## config.mk

```make
export PLATFORM = sky130hd
export DESIGN_NAME = seg_scan_mux
export DESIGN_NICKNAME = d
export VERILOG_FILES = /design/src/rtl/seg_scan_pkg.sv /design/src/rtl/seg_scan_timebase.sv /design/src/rtl/seg_scan_mux.sv
export SDC_FILE = /design/constraint.sdc
export NUM_CORES = 1
export LEC_CHECK = 0
export BUFFER_PORTS_ARGS = -buffer_cell sky130_fd_sc_hd__buf_4
export CAP_MARGIN = 20
export CORE_MARGIN = 5
export CORE_UTILIZATION = 45
export DETAILED_ROUTE_END_ITERATION = 10
export HOLD_SLACK_MARGIN = 0.02
export MAX_ROUTING_LAYER = met4
export PLACE_DENSITY = 0.66
export RECOVER_POWER = 25
export SETUP_SLACK_MARGIN = 0.2
export SYNTH_ARGS = -nofsm -noshare
export SYNTH_HDL_FRONTEND = slang
export SYNTH_SLANG_ARGS = --single-unit
export TNS_END_PERCENT = 50
```

## constraint.sdc

```tcl
create_clock -name clk -period 4.5 [get_ports clk]
set_clock_uncertainty 0.05 [all_clocks]
set_input_delay 0.45 -clock clk [delete_from_list [all_inputs] [get_ports clk]]
set_output_delay 0.45 -clock clk [all_outputs]
set_load 0.01 [all_outputs]
```

## src/rtl/seg_scan_pkg.sv

```systemverilog
// Shared constants and types for the seven-segment scan multiplexer.
package seg_scan_pkg;

    localparam int NDIG  = 8;
    localparam int IDX_W = 3;

    typedef logic [7:0] seg_pat_t;

    localparam seg_pat_t        SEG_OFF = 8'hFF;
    localparam logic [NDIG-1:0] AN_OFF  = 8'hFF;

endpackage

```

## src/rtl/seg_scan_timebase.sv

```systemverilog
// Slot timebase: cnt runs 0..DIV-1 per digit slot, idx walks the eight slots.
module seg_scan_timebase
    import seg_scan_pkg::*;
#(
    parameter int DIV_W = 16,
    parameter int DIV   = 50000
) (
    input  logic             clk,
    input  logic             rst,
    output logic [DIV_W-1:0] cnt,
    output logic [IDX_W-1:0] idx,
    output logic             frame_start
);

    logic [DIV_W-1:0] cnt_d, cnt_q;
    logic [IDX_W-1:0] idx_d, idx_q;

    // NOTE: every _d gets a default before any branch so no path leaves it unassigned (no latch).
    always_comb begin
        cnt_d = cnt_q + 1'b1;
        idx_d = idx_q;
        if (cnt_q == DIV_W'(DIV - 1)) begin
            cnt_d = '0;
            idx_d = idx_q + 1'b1;
        end
    end

    // NOTE: non-blocking assignments here so every flop samples pre-edge values.
    always_ff @(posedge clk) begin
        if (!rst) begin
            cnt_q <= '0;
            idx_q <= '0;
        end else begin
            cnt_q <= cnt_d;
            idx_q <= idx_d;
        end
    end

    assign cnt         = cnt_q;
    assign idx         = idx_q;
    assign frame_start = (cnt_q == '0) && (idx_q == '0);

endmodule

```

## src/rtl/seg_scan_mux.sv

```systemverilog
// Multiplexed seven-segment scanner with per-frame shadow latching and slot blanking.
// Optional brightness PWM is compiled in with SEG_SCAN_PWM_EN.
module seg_scan_mux
    import seg_scan_pkg::*;
#(
    parameter int DIV_W = 16,
    parameter int DIV   = 50000,
    parameter int BLANK = 64
) (
    input  logic                clk,
    input  logic                rst,
    input  logic [8*NDIG-1:0]   seg_in,
    input  logic [NDIG-1:0]     digit_en,
`ifdef SEG_SCAN_PWM_EN
    input  logic [3:0]          bright,
`endif
    output logic [7:0]          seg_out,
    output logic [NDIG-1:0]     an_out,
    output logic                frame_tick
);

    logic [DIV_W-1:0] cnt;
    logic [IDX_W-1:0] idx;
    logic             frame_start;

    seg_scan_timebase #(
        .DIV_W (DIV_W),
        .DIV   (DIV)
    ) u_timebase (
        .clk         (clk),
        .rst         (rst),
        .cnt         (cnt),
        .idx         (idx),
        .frame_start (frame_start)
    );

    seg_pat_t        shadow_seg_d [NDIG];
    seg_pat_t        shadow_seg_q [NDIG];
    logic [NDIG-1:0] shadow_en_d, shadow_en_q;
`ifdef SEG_SCAN_PWM_EN
    logic [3:0]      shadow_bright_d, shadow_bright_q;
`endif
    seg_pat_t        seg_d, seg_q;
    logic [NDIG-1:0] an_d, an_q;
    logic            frame_tick_d, frame_tick_q;
    logic            pwm_gate;
    logic            drive;
    logic [NDIG-1:0] an_onehot;

    always_comb begin
        shadow_seg_d = shadow_seg_q;
        shadow_en_d  = shadow_en_q;
`ifdef SEG_SCAN_PWM_EN
        shadow_bright_d = shadow_bright_q;
`endif
        if (frame_start) begin
            for (int i = 0; i < NDIG; i++) begin
                shadow_seg_d[i] = seg_in[8*i +: 8];
            end
            shadow_en_d = digit_en;
`ifdef SEG_SCAN_PWM_EN
            shadow_bright_d = bright;
`endif
        end

`ifdef SEG_SCAN_PWM_EN
        pwm_gate = (shadow_bright_q == 4'hF) || (cnt[3:0] < shadow_bright_q);
`else
        pwm_gate = 1'b1;
`endif
        // Drive decisions use the shadows, never the live inputs, so a frame never tears.
        drive     = (cnt >= DIV_W'(BLANK)) && shadow_en_q[idx] && pwm_gate;
        an_onehot = NDIG'(1) << idx;

        seg_d        = drive ? shadow_seg_q[idx] : SEG_OFF;
        an_d         = drive ? ~an_onehot : AN_OFF;
        frame_tick_d = frame_start;
    end

    always_ff @(posedge clk) begin
        if (!rst) begin
            // NOTE: the shadow array is reset so an enabled digit can never flash stale or unknown data.
            for (int i = 0; i < NDIG; i++) begin
                shadow_seg_q[i] <= SEG_OFF;
            end
            shadow_en_q  <= '0;
`ifdef SEG_SCAN_PWM_EN
            shadow_bright_q <= 4'hF;
`endif
            seg_q        <= SEG_OFF;
            an_q         <= AN_OFF;
            frame_tick_q <= 1'b0;
        end else begin
            shadow_seg_q <= shadow_seg_d;
            shadow_en_q  <= shadow_en_d;
`ifdef SEG_SCAN_PWM_EN
            shadow_bright_q <= shadow_bright_d;
`endif
            seg_q        <= seg_d;
            an_q         <= an_d;
            frame_tick_q <= frame_tick_d;
        end
    end

    assign seg_out    = seg_q;
    assign an_out     = an_q;
    assign frame_tick = frame_tick_q;

endmodule

```

; ---- After elaboration in Yosys (flattened, before gate mapping)
; Index checks and enable logic that the tools add are counted.
; Widths: inputs -> output; s select.
[word_totals]
reg_bits = 108
output_inout_bits = 17
[classes]
addsub = 2
n_lt_le_gt_ge = 3
eq_ne = 1
shift = 1
mux = 5
bitwise = 3
reduce_logical = 6
[ops]
columns = cell, n
row1 = $bmux 8 s3, 1
row2 = $add 16x1->16 const B, 1
row3 = $eq 16x16->1 const B, 1
row4 = $ge 16x7->1 const B, 1
row5 = $logic_not 16->1, 1
row6 = $mux 8, 2
row7 = $not 8->8, 1
row8 = $shl 1x3->8 const A, 1
row9 = $ge 4x4->1 const B, 1
row10 = $lt 3x4->1 const B, 1
row11 = $not 3->4, 1
row12 = $add 3x1->3 const B, 1
row13 = $bmux 1 s3, 1
row14 = $logic_not 3->1, 1
row15 = $logic_and 1x1->1, 2
row16 = $reduce_and 2->1, 1
row17 = $reduce_or 2->1, 1
row18 = $mux 1, 1
row19 = $not 1->1, 1

; ---- Longest topological paths before layout
; Gate-level depths: netlist of run 1.
[depth]
word_depth = 4
depth_mapped = 9
depth_no_buf = 6

; ---- Modules after synthesis
; From an unflattened synthesis of run 1, not the netlist that was laid out.
[hier_totals]
cells_unflattened = 421
hier_area_um2 = 4604.4
[by_module_without_submodules]
columns = mod, instances, cells_per_inst, area_each_um2, seq_area_each_um2
row1 = seg_scan_mux, 1, 316, 3662.3, 1781.7
row2 = seg_scan_timebase, 1, 105, 942.2, 380.4

; ---- Least setup slack after synthesis of run 1
; OpenSTA, ideal clock, no wires.
[synth_timing]
kind = reg-to-reg
startpoint = register u_timebase.idx_q[1], in the netlist u_timebase.idx[1]
endpoint = register frame_tick_q, in the netlist frame_tick
arrival_time_ns = 1.900
t_required_ns = 4.335
slack_ns = 2.435
path_stages_with_launch = 10
path_buffers = 4
synth_period_minus_slack_ns = 2.065
path_cell_list = dfxtp_1 buf_2 buf_1 inv_1 ha_1 nand4b_1 nor3_1 buf_4 buf_6 and2_1
[synth_between]
elab_chain_len = 2
[synth_rtl]
columns = item, line
row1 = start: declaration, seg_scan_timebase.sv:16  ; logic [IDX_W-1:0] idx_d, idx_q;
row2 = start signal: assignment, seg_scan_timebase.sv:35  ; idx_q <= idx_d;
row3 = $logic_not 3->1, seg_scan_timebase.sv:41  ; assign frame_start = (cnt_q == '0) && (idx_q == '0);
row4 = $logic_and 1x1->1, seg_scan_timebase.sv:41
row5 = end signal: assignment, seg_scan_mux.sv:101  ; frame_tick_q <= frame_tick_d;
row6 = end: declaration, seg_scan_mux.sv:45  ; logic frame_tick_d, frame_tick_q;
; Every way passes these cells.
; A chain may end at the register's enable or synchronous reset.

; ---- Worst setup path after layout of run 1
[layout_timing]
startpoint = register u_timebase.cnt_q[5], in the netlist u_timebase.cnt[5]
endpoint = register u_timebase.cnt_q[13], in the netlist u_timebase.cnt[13]
[layout_between]
elab_chain_len = 2
elab_cells_between_ends = 3
cone_classes = add/sub (1) / eq/ne (1) / reduce/logical (1)
[layout_rtl]
columns = item, line
row1 = start: declaration, seg_scan_timebase.sv:15  ; logic [DIV_W-1:0] cnt_d, cnt_q;
row2 = start signal: assignment, seg_scan_timebase.sv:34  ; cnt_q <= cnt_d;
row3 = branches (longest 2 deep; another with $add 16x1->16), -
; Several ways; the timed one is not identified.

==> results.sh, run 1 <==
export IMPL_fin_setup_tns_ns=0
export IMPL_cts_buffers=9
export IMPL_numClockSinks=108
export IMPL_slew_violations=0
export IMPL_grt_pass1_wl_um=18200
export IMPL_synth_seq_cells=108
export IMPL_synth_flop_cell="dfxtp_1"
export IMPL_cts_htree_levels=3
export IMPL_power_mw=2.14
export IMPL_p_per_area_nw_per_um2=352
export IMPL_core_um2=11300
export IMPL_cap_violations=0
export IMPL_p_leak_nw=2.43
export IMPL_die_h_um=117
export IMPL_cp_required_ns=4.66
export IMPL_clock_fmax_mhz=388
export IMPL_grt_usage=0.174
export IMPL_clkSlewWorstSetupHoldPaths_ns=0.07
export IMPL_ys_seq_area_frac=0.419
export IMPL_path_cells="or4_1 -> nor4_1 -> or2b_1 -> nor2_1"
export IMPL_layout_commonest_cell="nor2b_1"
export IMPL_syn_num_nets=593
export IMPL_ant_nets=0
export IMPL_vias=3595
export IMPL_avgRoutedWirePerCell_um=15.1
export IMPL_rows=39
export IMPL_syn_area_um2=5160
export IMPL_grt_max_degree=88
export IMPL_clk_latency_ns=0.34
export IMPL_antennaDiodeCount=0
export IMPL_synth_edf_count=0
export IMPL_final_cell_mix="nor2b_1 (130), dfxtp_1 (108), buf_4 (78), mux2i_1 (76), nand2_1 (39)"
export IMPL_status="completed"
export IMPL_drive_above_1_share=0.195
export IMPL_area_delta_synth_final_pct=17.7
export IMPL_worstPathArrival_ns=2.74
export IMPL_final_net_count=664
export IMPL_cts_setup_buffers=0
export IMPL_min_delay_path_class="primary input to register"
export IMPL_max_slew_margin=0.321
export IMPL_hold_viol_final=0
export IMPL_synthCells=511
export IMPL_yosysWarningCount=0
export IMPL_grt_pass1_vias=3694
export IMPL_routed_via_density=4.93
export IMPL_worst_path_max_fanout=14
export IMPL_syn_avg_cell_area_um2=10.1
export IMPL_ioPinCount=91
export IMPL_drcViolationCount=0
export IMPL_crit_slowest_cell="nor4_1"
export IMPL_path_class="register to register"
export IMPL_setup_violations=0
export IMPL_gp_congestion=0.827
export IMPL_wl_um=11000
export IMPL_cts_root_buf="clkbuf_16"
export IMPL_async_reset_ff_frac=0
export IMPL_post_cts_resized=0
export IMPL_io_buffers=90
export IMPL_ctsLongestPathBuffers=2
export IMPL_hpwl_um=7880
export IMPL_die_area_um2=13700
export IMPL_startpoint_type="register"
export IMPL_period_share=0.573
export IMPL_initialDrtViolationCount=168
export IMPL_slowest_delay_ns=0.88
export IMPL_cts_tree="yes"
export IMPL_vdd_drop_max_uv=167
export IMPL_worst_pin_slew_ns=1.01
export IMPL_min_period_ns=2.58
export IMPL_grt_ovfl_total=0
export IMPL_dr_pass1_iters=4
export IMPL_worstSetupEndpointType="register"
export IMPL_rsz0062_at_grt="no"
export IMPL_antenna_found_initial=0
export IMPL_initial_utilization=0.456
export IMPL_dieWidth_um=117
export IMPL_synth_distinct_cells=35
export IMPL_cts_hold_buffers=0
-- Yosys cell counts (8+ instances only) --
| cell | count | area share |
|---|---|---|
| nor2b_1 | 130 | 0.16 |
| dfxtp_1 | 108 | 0.42 |
| nand2_1 | 39 | 0.028 |
| nor2_1 | 21 | 0.015 |
| ha_1 | 8 | 0.019 |
| inv_1 | 9 | 0.0065 |
| mux4_2 | 16 | 0.070 |
| xnor2_1 | 11 | 0.019 |
| buf_6 | 8 | 0.017 |
| nand3_1 | 20 | 0.019 |
| clkbuf_1 | 22 | 0.016 |
| mux2i_1 | 76 | 0.15 |
-- routing by layer --
metal / share of wire / global-route usage / vias up
met3: 0.045 / 0.0324 / 8
met1: 0.50 / 0.237 / 1668
li1: - / - / 1848
met4: 0.0096 / 0.0474 / 0
met2: 0.45 / 0.268 / 71
met5: 0 / - / -
-- per-stage QoR --
step	setup slack, ns	area [um2]	util	std cells	hold slack [ns]
after floorplan	2.43	5160	-	511	0.380
after global placement	1.84	5850	0.517	713	0.401
after detailed placement	1.76	5850	0.517	713	0.409
after CTS	1.74	6140	0.543	728	0.302
after global routing	1.67	6080	0.537	729	0.316
final	1.92	6080	0.537	729	0.307
-- critical path: cells and delay by family (launching register included) --
| family | cells | cell delay [ns] |
|---|---|---|
| flops | 1 | 0.36 |
| simple gates | 4 | 2.04 |
-- worst paths after layout --
path                            cells after the start  slack [ns]                         start                       endpoint
worst min-delay path                                3        0.31                    seg_in[58]   shadow_seg_q[2]$_SDFFE_PN1P_
worst max register to register                      4        1.92  u_timebase.cnt[5]$_SDFF_PP0_  u_timebase.cnt[13]$_SDFF_PP0_
worst min register to register                      2        0.42   shadow_en_q[3]$_SDFFE_PN0P_    shadow_en_q[3]$_SDFFE_PN0P_
worst max-delay path                                4        1.92  u_timebase.cnt[5]$_SDFF_PP0_  u_timebase.cnt[13]$_SDFF_PP0_
-- sequential cells by signal, summed over array words and instances (netlist names) --
register	flops
shadow_en_q	8
shadow_seg_q	64
frame_tick	1
an_out	8
u_timebase.idx	3
u_timebase.cnt	16
seg_out	8
-- final cells by class --
type | count | area (um2)
Fill cell | 1030 | 5250
Multi-Input combinational cell | 358 | 2750
Sequential cell | 108 | 2160
Timing Repair Buffer | 96 | 664
Clock buffer | 9 | 225
Tap cell | 143 | 179
Clock inverter | 6 | 65.1
Inverter | 9 | 33.8
-- kinds of logic after synthesis --
| group | share of synthesized area |
|---|---|
| simple gates | 0.263 |
| flops | 0.419 |
| mux | 0.221 |
| buf+inv | 0.0465 |
| xor+xnor | 0.0237 |
| fa+ha+maj | 0.0194 |
| compound gates | 0.00703 |
-- where the power goes --
part           leakage, nW  internal [mW]  switching (mW)  total [mW]
Combinational         1.40          0.166           0.128       0.294
Clock                0.142          0.430           0.350       0.780
Sequential           0.888           1.03          0.0398        1.07
Total                 2.43           1.62           0.517        2.14
Note: power is estimated with default switching activity, not from simulation.
==> inputs of run 2 (changes only) <==
==> constraint.sdc (replaced) <==
create_clock -name clk -period 2.4 [get_ports clk]
set_clock_uncertainty 0.05 [all_clocks]
set_input_delay 0.24 -clock clk [delete_from_list [all_inputs] [get_ports clk]]
set_output_delay 0.24 -clock clk [all_outputs]
set_load 0.01 [all_outputs]
==> run 2 against run 1 <==
- die area is the same
- combinational power rose by 90%
- critical path depth unchanged
- clock power rose by 95%
- count of clock-buffer cells in the layout unchanged
- highest routed layer unchanged
- wire length grew 1.0%
- cell area up 1.1%
- sequential power is 87% higher
- register-to-register slack got worse by 1.7 ns
- power up 90%
==> results.sh, run 2 (synthesis results as in run 1) <==
export IMPL_status="completed"
export IMPL_comb_power_share=0.137
export IMPL_dp_worst_setup_slack_ns=0.316
export IMPL_min_delay_path_class="primary input to register"
export IMPL_cap_violations=0
export IMPL_worstPathArrival_ns=2.34
export IMPL_layout_commonest_cell="nor2b_1"
export IMPL_switching_share=0.247
export IMPL_netSwitchingPower_mw=1.01
export IMPL_cts_buffers=9
export IMPL_vdd_drop_max_uv=334
export IMPL_slowest_delay_ns=0.59
export IMPL_grt_ovfl_total=0
export IMPL_fin_ws_ns=0.265
export IMPL_use_met1=0.239
export IMPL_max_slew_margin=0.554
export IMPL_routed_via_density=4.96
export IMPL_final_net_count=666
export IMPL_worstSetupEndpointType="register"
export IMPL_dr_pass1_iters=4
export IMPL_worst_pin_slew_ns=0.670
export IMPL_antenna_found_initial=0
export IMPL_clock_fmax_mhz=468
export IMPL_initial_utilization=0.456
export IMPL_crit_slowest_cell="or4_4"
export IMPL_fin_setup_tns_ns=0
export IMPL_io_buffers=90
export IMPL_critPathLaunch="u_timebase.cnt[5]$_SDFF_PP0_"
export IMPL_r2r_end="shadow_en_q[2]$_SDFFE_PN0P_"
export IMPL_gp_congestion=0.838
export IMPL_cts_hold_buffers=0
export IMPL_largest_reg_flops=64
export IMPL_busiest_layer="met2"
export IMPL_rr_worst_depth=4
export IMPL_met3_usage=0.0288
export IMPL_clk_latency_ns=0.34
export IMPL_seqPwrFrac=0.490
export IMPL_cts_htree_levels=3
export IMPL_endpoint="shadow_en_q[2]$_SDFFE_PN0P_"
export IMPL_grt_usage=0.173
export IMPL_period_share=0.890
export IMPL_worst_path_max_fanout=73
export IMPL_rsz0062_at_grt="yes"
export IMPL_hold_slack_ns=0.0923
export IMPL_intPower_mw=3.07
export IMPL_rows=39
export IMPL_setup_violations=0
export IMPL_timing_rr_start="u_timebase.cnt[5]$_SDFF_PP0_"
export IMPL_drive_above_1_share=0.202
export IMPL_final_cell_mix="nor2b_1 (130), dfxtp_1 (108), buf_4 (78), mux2i_1 (76), nand2_1 (39)"
export IMPL_clkPwrFrac=0.373
export IMPL_ant_nets=0
export IMPL_grt_pass1_wl_um=18200
export IMPL_path_class="register to register"
export IMPL_ctsLongestPathBuffers=2
export IMPL_numClockSinks=108
export IMPL_cts_tree="yes"
export IMPL_r2r_slack_ns=0.26
export IMPL_drcViolationCount=0
export IMPL_initialDrtViolationCount=172
export IMPL_startpoint_type="register"
export IMPL_cp_required_ns=2.61
export IMPL_die_h_um=117
export IMPL_p_per_area_nw_per_um2=664
export IMPL_top_register="shadow_seg_q"
export IMPL_slew_violations=0
export IMPL_dieWidth_um=117
export IMPL_p_leak_nw=2.45
export IMPL_ioPinCount=91
export IMPL_grt_max_degree=123
export IMPL_wl_um=11200
export IMPL_clkSlewWorstSetupHoldPaths_ns=0.08
export IMPL_antennaDiodeCount=0
export IMPL_grt_pass1_vias=3677
export IMPL_hold_viol_final=0
export IMPL_min_period_ns=2.14
export IMPL_die_area_um2=13700
export IMPL_cts_root_buf="clkbuf_16"
export IMPL_hpwl_um=7780
export IMPL_core_um2=11300
export IMPL_avgRoutedWirePerCell_um=15.2
export IMPL_grtUsageMet2=0.264
export IMPL_area_delta_synth_final_pct=18.9
export IMPL_vias=3632
export IMPL_path_cells="or4_4 -> nor3_2 -> clkbuf_16 -> mux2i_1"
run 2: how the worst min path moves through the flow:
| stage | from | to | slack, ns | cells past startpoint |
|---|---|---|---|---|
| global route | seg_in[26] | shadow_seg_q[34]$_SDFFE_PN1P_ | 0.09 | 3 |
| global placement | shadow_en_q[3]$_SDFFE_PN0P_ | shadow_en_q[3]$_SDFFE_PN0P_ | 0.39 | 2 |
| floorplan | digit_en[3] | shadow_en_q[3]$_SDFFE_PN0P_ | 0.33 | 2 |
| finish | seg_in[28] | shadow_seg_q[36]$_SDFFE_PN1P_ | 0.09 | 3 |
| detailed placement | shadow_en_q[3]$_SDFFE_PN0P_ | shadow_en_q[3]$_SDFFE_PN0P_ | 0.40 | 2 |
| CTS | seg_in[28] | shadow_seg_q[36]$_SDFFE_PN1P_ | 0.09 | 3 |
run 2: critical path, delay by kind of cell (launching register included):
family	cells	cell delay, ns
AND/OR/NAND/NOR	2	0.84
buffers and inverters	1	0.42
flip-flops	1	0.37
multiplexers	1	0.25
run 2: power by group through the flow:
stage	combinational [mW]	sequential (mW)	clock, mW
floorplan	0.429	2.01	0
global placement	0.552	2.03	0
detailed placement	0.563	2.04	0
CTS	0.566	2.00	1.56
global route	0.609	2.01	1.64
finish	0.558	2.00	1.52
run 2: per-layer routing:
metal	up-vias	part of all wire
met2	71	0.46
met5	-	0
met1	1700	0.49
met4	0	0.012
li1	1850	-
met3	11	0.043
run 2: area by class of cell:
class                   count  area [um2]
clock buffers               9         225
clock inverters             7        80.1
fillers                  1052        5180
inverters                   9        33.8
multi-input cells         358        2760
flip-flops and latches    108        2160
well taps                 143         179
repair buffers             98         699
run 2: through the flow:
step | power, mW | instances | instance area (um2) | utilization
after floorplan | 2.44 | 511 | 5160 | -
after global placement | 2.59 | 716 | 5900 | 0.521
after detailed placement | 2.60 | 716 | 5900 | 0.521
after CTS | 4.12 | 732 | 6210 | 0.548
after global routing | 4.26 | 732 | 6140 | 0.542
final | 4.08 | 732 | 6140 | 0.542
run 2: what timing repair did:
| item | 4_1_cts | 5_1_grt |
|---|---|---|
| gates resized for setup | 0 | 2 |
| setup endpoints to repair | 0 | 12 |
| setup buffers | 0 | 0 |
